`src/rtl/countdown_timer64.sv`:
```
// countdown_timer64
//   Loadable down-counter with a three-state control FSM (IDLE / RUN / DONE).
//
//   Ports
//     clock    : rising-edge clock for all state
//     rst      : synchronous reset, active-high
//     load     : capture load_val and start a countdown (any state)
//     load_val : countdown start value (WIDTH bits, unsigned)
//     d_en     : decrement enable while in RUN
//     abort    : stop the countdown and return to IDLE
//     d_out    : registered current count
//     busy     : high while in RUN
//     done     : high while in DONE
//     tc       : registered one-cycle terminal-count pulse
//
//   Build option
//     COUNTDOWN_AUTO_RELOAD_EN : when defined, reaching terminal count
//       reloads the last non-zero load value and stays in RUN.
//       When undefined, terminal count goes to DONE with d_out = 0,
//       and no reload register is built.
//
//   Priority: rst > load > abort > d_en.

module countdown_timer64 #(
    parameter int unsigned WIDTH = 64
) (
    input  logic             clock,
    input  logic             rst,
    input  logic             load,
    input  logic [WIDTH-1:0] load_val,
    input  logic             d_en,
    input  logic             abort,
    output logic [WIDTH-1:0] d_out,
    output logic             busy,
    output logic             done,
    output logic             tc
);

    typedef enum logic [1:0] {
        IDLE = 2'd0,
        RUN  = 2'd1,
        DONE = 2'd2
    } state_t;

    state_t           state_q, state_d;
    logic [WIDTH-1:0] count_q, count_d;
    logic             tc_q,    tc_d;
`ifdef COUNTDOWN_AUTO_RELOAD_EN
    logic [WIDTH-1:0] reload_q, reload_d;
`endif

    // State register
    always_ff @(posedge clock) begin
        if (rst) begin
            state_q  <= IDLE;
            count_q  <= '0;
            tc_q     <= 1'b0;
`ifdef COUNTDOWN_AUTO_RELOAD_EN
            reload_q <= '0;
`endif
        end else begin
            state_q  <= state_d;
            count_q  <= count_d;
            tc_q     <= tc_d;
`ifdef COUNTDOWN_AUTO_RELOAD_EN
            reload_q <= reload_d;
`endif
        end
    end

    // Next-state and next-count logic
    always_comb begin
        state_d  = state_q;
        count_d  = count_q;
        tc_d     = 1'b0;
`ifdef COUNTDOWN_AUTO_RELOAD_EN
        reload_d = reload_q;
`endif
        if (load) begin
            if (load_val != '0) begin
                state_d  = RUN;
                count_d  = load_val;
`ifdef COUNTDOWN_AUTO_RELOAD_EN
                reload_d = load_val;
`endif
            end else begin
                // Zero load terminates immediately with a terminal-count pulse.
                state_d = DONE;
                count_d = '0;
                tc_d    = 1'b1;
            end
        end else if (abort) begin
            state_d = IDLE;
            count_d = '0;
        end else begin
            unique case (state_q)
                RUN: begin
                    if (d_en) begin
                        if (count_q > WIDTH'(1)) begin
                            count_d = count_q - WIDTH'(1);
                        end else if (count_q == WIDTH'(1)) begin
                            tc_d = 1'b1;
`ifdef COUNTDOWN_AUTO_RELOAD_EN
                            count_d = reload_q;
`else
                            count_d = '0;
                            state_d = DONE;
`endif
                        end
                        // count_q == 0 in RUN: hold, never wrap.
                    end
                end
                DONE: begin
                    count_d = '0;
                end
                default: begin
                    state_d = IDLE;
                end
            endcase
        end
    end

    // Output decode
    always_comb begin
        busy  = (state_q == RUN);
        done  = (state_q == DONE);
        d_out = count_q;
        tc    = tc_q;
    end

endmodule

```
`config.mk`:
```
export PLATFORM = sky130hd
export DESIGN_NAME = countdown_timer64
export DESIGN_NICKNAME = d
export VERILOG_FILES = /design/src/rtl/countdown_timer64.sv
export SDC_FILE = /design/constraint.sdc
export NUM_CORES = 1
export LEC_CHECK = 0
export BUFFER_PORTS_ARGS = -buffer_cell sky130_fd_sc_hd__clkbuf_2
export CORE_ASPECT_RATIO = 0.6
export CORE_UTILIZATION = 23
export CTS_CLUSTER_SIZE = 20
export DETAILED_ROUTE_END_ITERATION = 8
export HOLD_SLACK_MARGIN = 0.15
export PLACE_DENSITY = 0.4
export SETUP_SLACK_MARGIN = 0.05
export SKIP_LAST_GASP = 1
export SLEW_MARGIN = 20
export SYNTH_ARGS = -nofsm -noshare
export SYNTH_HDL_FRONTEND = slang
export SYNTH_SLANG_ARGS = --single-unit
```
`constraint.sdc`:
```
create_clock -name clock -period 5.8 [get_ports clock]
set_clock_uncertainty 0.2 [all_clocks]
set_input_delay 0 -clock clock [delete_from_list [all_inputs] [get_ports clock]]
set_output_delay 0 -clock clock [all_outputs]
set_load 0.005 [all_outputs]
```
; ---- After elaboration in Yosys (flattened, before gate mapping)
; Cells that the tools add are included.
[totals]
ff_bits = 67
output_inout_bits = 67
[op_classes]
addsub = 1
order_cmp = 1
n_eq_ne = 8
mux = 21
n_reduce_logical = 4
[op_table]
columns = op, count
row1 = two-way mux 64 bit, 6
row2 = one-hot mux 64 bit (2 select lines), 1
row3 = == test 64 x 1 -> 1 bit (second input constant), 1
row4 = > comparator 64 x 1 -> 1 bit (second input constant), 1
row5 = nonzero test 64 bit, 1
row6 = subtractor 64 x 1 -> 64 bit (second input constant), 1
row7 = two-way mux 2 bit, 6
row8 = != test 4 bit (second input constant), 2
row9 = two-way mux 1 bit, 7
row10 = != test 5 x 3 -> 1 bit (second input constant), 1
row11 = != test 4 x 3 -> 1 bit (second input constant), 1
row12 = one-hot mux 2 bit (2 select lines), 1
row13 = AND reduction 4 bit, 1
row14 = nonzero test 4 bit, 1
row15 = != test 3 bit (second input constant), 1
row16 = AND reduction 3 bit, 1
row17 = == test 2 x 1 -> 1 bit (second input constant), 1
row18 = == test 2 bit (second input constant), 1

; ---- Logic depth before layout (Yosys ltp)
; Gate-level depths: netlist of run 1.
[logic_depth]
ltp_word = 7
ltp_mapped = 11

; ---- Worst setup path before layout of run 1
; Ideal clock, no wire load.
[synth_path]
kind = register -> register
start = reg count_q[0], in the netlist d_out[0]
end = reg count_q[60], in the netlist d_out[60]
setup_ns = 0.122
t_arrival_ns = 2.773
required_ns = 5.478
slack_ns = 2.705
stages_incl_launch_ff = 11
path_buffers = 2
synth_period_minus_slack_ns = 3.095
cell_sequence = dfxtp_1 inv_1 ha_1 or3b_2 or4_1 buf_2 or4_1 buf_2 o31a_1 o21ai_0 a21oi_1
[synth_between]
elab_chain_len = 6
elab_cells_between_ends = 10
[synth_rtl]
columns = item, line
row1 = start: declaration, 46  ; logic [WIDTH-1:0] count_q, count_d;
row2 = start signal: assignment, 63  ; count_q <= count_d;
row3 = subtractor 64 x 1 -> 64 bit / > comparator 64 x 1 -> 1 bit (equally long branches), "100, 99"
row4 = two-way mux 64 bit, 99  ; if (count_q > WIDTH'(1)) begin
row5 = two-way mux 64 bit, 98  ; if (d_en) begin
row6 = one-hot mux 64 bit (2 select lines), 96  ; unique case (state_q)
row7 = two-way mux 64 bit, 92  ; end else if (abort) begin
row8 = two-way mux 64 bit, 79  ; if (load) begin
; Parallel ways exist; a longest one is shown, timed or not. The select of a mux whose other input is x is not followed.
; A chain may end at the register's enable or synchronous reset.

; ---- Final worst setup path of run 1
[layout_path]
start = reg count_q[37], in the netlist d_out[37]
end = reg state_q[0]
[layout_between]
elab_chain_len = 3
elab_cells_between_ends = 5
[layout_rtl]
columns = item, line
row1 = > comparator 64 x 1 -> 1 bit / == test 64 x 1 -> 1 bit (equally long branches), "99, 101"
row2 = != test 4 bit (no line) / != test 4 x 3 -> 1 bit (equally long branches), n/a
row3 = AND reduction 4 bit (no line) *, n/a
row4 = end signal: assignment, 62  ; state_q <= state_d;
row5 = end: declaration, 45  ; state_t state_q, state_d;
; Every way passes the cells marked *; elsewhere a longest branch is shown, timed or not.

==> results.toml, run 1 <==
[synth]
seq_area_frac_synth = 0.299
ys.warnings.count = 0
ys_seq_elements = 67
yosysTopAreaCell = "dfxtp_1"
synth_edf_count = 0
syn-cell-area_um2 = 4480
synth_area_per_cell_um2 = 7.67
ys.flop_type = "dfxtp_1"
synthesis.nets = 657
ys_top_cells_by_area = "dfxtp_1 30%, a21oi_1 5.7%, nor4_1 5.6%"
synth_most_common_cell = "dfxtp_1"
synth_cells = 584
yosysTopAreaCellShare = 0.299
synthArstFlopShare = 0
netlist-cell-type-count = 49
netlist_top_cells_count = "67 x dfxtp_1, 51 x a21oi_1, 50 x nor2_1"

[timing]
worst_slack_ns = 1.59
hold_viol_final = 0
setup_viol = 0
fin_tns_setup_ns = 0
min_period_over_period = 0.726
post-route-min-period_ns = 4.21
rsz0062_at_grt = "no"
max_slew_margin = 0.331
timing_worst_slew_pin_value_ns = 1.00
finalMaxSlewViolations = 0
max_freq_mhz = 238

[cts]
ctsHoldBuffers = 86
clock-sinks = 67
clkSlewWorstSetupHoldPaths_ns = 0.06
insertion_delay_ns = 0.35
cts_buffers = 9
post_cts_buffers = 0
htreeDepth = 3
cts_tree = "built"
cts_resized = 0
clk_path_buf_depth = 2
cts_root_buffer = "clkbuf_16"

[setup_path]
critPathArrivalTime_ns = 4.23
critPathCaptureType = "flop"
rr_startpoint = "d_out[37]"
path_max_fanout = 13
worstPathRequired_ns = 5.82
rrSetupSlack_ns = 1.59
worstSetupPathType = "reg2reg"
reg2reg_to = "state_q[0]"
start_kind = "flop"
rr_worst_depth = 8

[routing]
num_vias = 5697
drt_iter0_markers = 412
postRouteAntennaNets = 0
drc_errors = 0
first_pass_iters = 5
viasPerCell = 5.53
post_drt_wl_per_cell_um = 20.5
wl_um = 21100

[global_routing]
track_usage = 0.210
grt-ovfl-total = 0
antenna_found_initial = 0
grt_pass1_vias = 5294
grt_pass1_wl_um = 32100
grt_max_degree = 52

[run_status]
status = "completed"

[floorplanning]
die_area_um2 = 20100
rows = 39
die_w_um = 182
die-height_um = 110
io_pins = 136
initial_core_util = 0.235
coreArea_um2 = 19000

[min_path]
min_from = "rst"
hp-class = "in2reg"
whs_path_depth = 3
worstHoldEndpoint = "d_out[45]"

[finish]
final_cells = 1030
area_growth_pct = 45.7
diodes = 0
finalNetCount = 853
drive_above_1_share = 0.219

[pwr]
power.density_nw_per_um2 = 242
finalPower_mw = 1.58
ir_worst_vdd_mv = 0.141
p_leak_nw = 2.50

[place]
hpwl_um = 14900
dp_slack_ns = 1.81
placedCellCount = 928
io_buffers = 135
place_congestion = 0.866

[run]
drv_cap = 0
worst max-delay path by stage:
stage / cells after the start / to / slack, ns / from
floorplan: 10 / d_out[60] / 2.71 / d_out[0]
global placement: 9 / d_out[23] / 1.87 / d_out[0]
CTS: 8 / state_q[0] / 1.61 / d_out[37]
finish: 8 / state_q[0] / 1.59 / d_out[37]
global route: 8 / state_q[0] / 1.48 / d_out[37]
detailed placement: 9 / d_out[29] / 1.81 / d_out[0]
sequential cells by signal, indices dropped and copies added (netlist names):
| signal | flops |
|---|---|
| state_q | 2 |
| d_out | 64 |
| tc | 1 |
routing by layer:
metal / up-vias / global-route usage / routed length [um] / share of wire
li1: 2700 / - / - / -
met1: 2743 / 0.310 / 10700 / 0.51
met2: 240 / 0.304 / 8590 / 0.41
met3: 14 / 0.0539 / 1660 / 0.078
met4: 0 / 0.0432 / 143 / 0.0068
met5: - / 0 / 0 / 0
placed cells by master (no fill, tap or decap), drive strengths merged, types with 18 or more instances in the layout:
cell type    Yosys  final
inv             36     36
nor2            50     50
a22oi           22     22
nor3            27     27
o21ai           36     36
or3             18     18
dlygate4sd3      0     86
clkbuf          28    146
dfxtp           67     67
o32ai           26     26
a21oi           53     53
nor4            42     42
where the power goes:
part | switching (mW) | internal (mW)
logic | 0.244 | 0.176
clock network | 0.232 | 0.387
registers | 0.0496 | 0.492
total | 0.526 | 1.05
stage by stage:
stage	hold slack, ns	util	area (um2)
after floorplan	-0.0317	-	4480
after global placement	0.0899	0.280	5320
after detailed placement	0.0969	0.280	5320
after CTS	0.203	0.342	6500
after global routing	0.224	0.343	6530
final	0.207	0.343	6530
cell families (layout without fill, tap and decap cells):
| group | after synthesis | after routing | synth area share |
|---|---|---|---|
| AOI/OAI and AO/OA | 216 | 216 | 0.338 |
| xor gates and xnor gates | 11 | 11 | 0.0215 |
| adders and majority gates | 4 | 4 | 0.0112 |
| and+or+nand+nor | 203 | 203 | 0.248 |
| DFF | 67 | 67 | 0.299 |
| buffers and inverters | 83 | 283 | 0.0821 |
final cells by class:
type                       instances  area [um2]
timing repair buffer             232        1640
sequential                        67        1340
multi-input combinational        434        2790
fill                            2077       12500
clock inverter                     4        75.1
inverter                          36         135
clock buffer                      11         243
tap                              246         308
critical path, stage by stage (launching register included):
cell	delay (ns)
dfxtp_1	0.36
or4_1	0.69
or4b_4	0.70
nor4_4	0.52
a41oi_1	0.22
o211ai_1	0.20
dlygate4sd3_1	0.57
a21oi_1	0.06
dlygate4sd3_1	0.58
Note: power is estimated with default switching activity, not from simulation.
==> run 2, diff against run 1 <==
--- a/config.mk
+++ b/config.mk
@@ -11,7 +11,7 @@
 export CTS_CLUSTER_SIZE = 20
 export DETAILED_ROUTE_END_ITERATION = 8
 export HOLD_SLACK_MARGIN = 0.15
-export PLACE_DENSITY = 0.4
+export PLACE_DENSITY = 0.42
 export SETUP_SLACK_MARGIN = 0.05
 export SKIP_LAST_GASP = 1
 export SLEW_MARGIN = 20
==> constraint.sdc (replaced) <==
create_clock -name clock -period 3.5 [get_ports clock]
set_clock_uncertainty 0.2 [all_clocks]
set_input_delay 0 -clock clock [delete_from_list [all_inputs] [get_ports clock]]
set_output_delay 0 -clock clock [all_outputs]
set_load 0.005 [all_outputs]
==> results.toml, run 2 (synthesis gave the netlist of run 1 again) <==
[place]
io_buffers = 135
placed_area_um2 = 5530
place_congestion = 0.870
hpwl_um = 14900

[timing]
post-route-min-period_ns = 3.37
setup_viol = 0
fin_tns_setup_ns = 0
max_freq_mhz = 296
hold_viol_final = 0
min_period_over_period = 0.964
rsz0062_at_grt = "no"
max_slew_margin = 0.528
finalMaxSlewViolations = 0
fin_hold_ws_ns = 0.174
timing_worst_slew_pin_value_ns = 0.702

[min_path]
hp-class = "in2reg"
whs_path_depth = 2

[floorplanning]
io_pins = 136
die-height_um = 110
initial_core_util = 0.235
rows = 39
die_area_um2 = 20100
die_w_um = 182
coreArea_um2 = 19000

[cts]
htreeDepth = 3
cts_buffers = 9
clkSlewWorstSetupHoldPaths_ns = 0.06
insertion_delay_ns = 0.34
cts_root_buffer = "clkbuf_16"
cts_tree = "built"
clk_path_buf_depth = 2
clock-sinks = 67

[routing]
postRouteAntennaNets = 0
num_vias = 5824
viasPerCell = 5.61
post_drt_wl_per_cell_um = 20.5
first_pass_iters = 5
wl_um = 21300
drt_iter0_markers = 522
drc_errors = 0

[finish]
largest_reg_flops = 64
diodes = 0
final_cell_mix = "135 x clkbuf_2, 70 x dlygate4sd3_1, 67 x dfxtp_1"
drive_above_1_share = 0.251
area_growth_pct = 46.1
final_common_cell = "clkbuf_2"
final_cell_area_um2 = 6550
finalNetCount = 864

[setup_path]
worstSetupPathType = "in2reg"
critPathArrivalTime_ns = 3.39
rr_worst_depth = 9
rrSetupSlack_ns = 0.20
worstPathRequired_ns = 3.51
start_kind = "input port"
path_max_fanout = 30
critPathCaptureType = "flop"

[global_routing]
grt_pass1_wl_um = 31700
grt-ovfl-total = 0
grt_max_degree = 91
grt_pass1_vias = 5355
antenna_found_initial = 0
track_usage = 0.208

[pwr]
ir_worst_vdd_mv = 0.220
power.density_nw_per_um2 = 377
p_leak_nw = 2.56

[run]
drv_cap = 0

[run_status]
status = "completed"
[run 2: cell count changes in the layout (fill, tap and decap cells not counted), sizes merged]
cell         delta
buf            +26
dlygate4sd3    -16
bufinv          -2
clkinv          +2
clkinvlp        -1
[run 2: layout make-up]
cell class                      count  area [um2]
Fill cell                        2020       12500
Multi-Input combinational cell    434        2790
Timing Repair Buffer              243        1720
Sequential cell                    67        1340
Tap cell                          246         308
Clock buffer                       10         239
Inverter                           36         135
Clock inverter                      3        17.5
[run 2: path summary, 6_finish.rpt]
check / end / start
min reg2reg: d_out[49] / d_out[49]
min: d_out[47] / rst
max: d_out[63] / load_val[9]
max reg2reg: d_out[29] / d_out[1]
[run 2: per-stage QoR]
step | utilization | worst slack [ns] | power, mW | std cells
after detailed placement | 0.291 | 0.172 | 1.56 | 953
after floorplan | - | 0.405 | 1.26 | 584
after global routing | 0.344 | 0.0528 | 2.60 | 1039
after global placement | 0.291 | 0.237 | 1.55 | 953
after CTS | 0.341 | 0.109 | 2.47 | 1036
final | 0.344 | 0.125 | 2.47 | 1039
[run 2: routing by layer]
layer / part of all wire / global-route usage / up-vias / wire length (um)
met1: 0.49 / 0.300 / 2832 / 10300
met5: 0 / 0 / - / 0
met4: 0.0080 / 0.0432 / 0 / 170
li1: - / - / 2713 / -
met2: 0.42 / 0.308 / 262 / 8850
met3: 0.091 / 0.0532 / 17 / 1950
[run 2: critical path, stage by stage]
cell,delay (ns)
dlygate4sd3_1,0.54
clkbuf_2,0.12
nor4_1,0.59
nand4_1,0.35
nor4_1,0.71
nor2b_4,0.23
buf_12,0.24
buf_4,0.21
a21oi_1,0.28
a21oi_1,0.11
[run 2: what timing repair did]
action                     in CTS  in global routing
hold buffers                   70                  0
setup endpoints to repair       0                 13
gates resized for setup         0                  1
hold endpoints to repair       67                  0
setup buffers                   0                  1
[run 2: report_power, final]
part           internal [mW]  switching [mW]
Sequential             0.815          0.0749
Combinational          0.311           0.425
Clock                  0.485           0.359
Total                   1.61           0.859
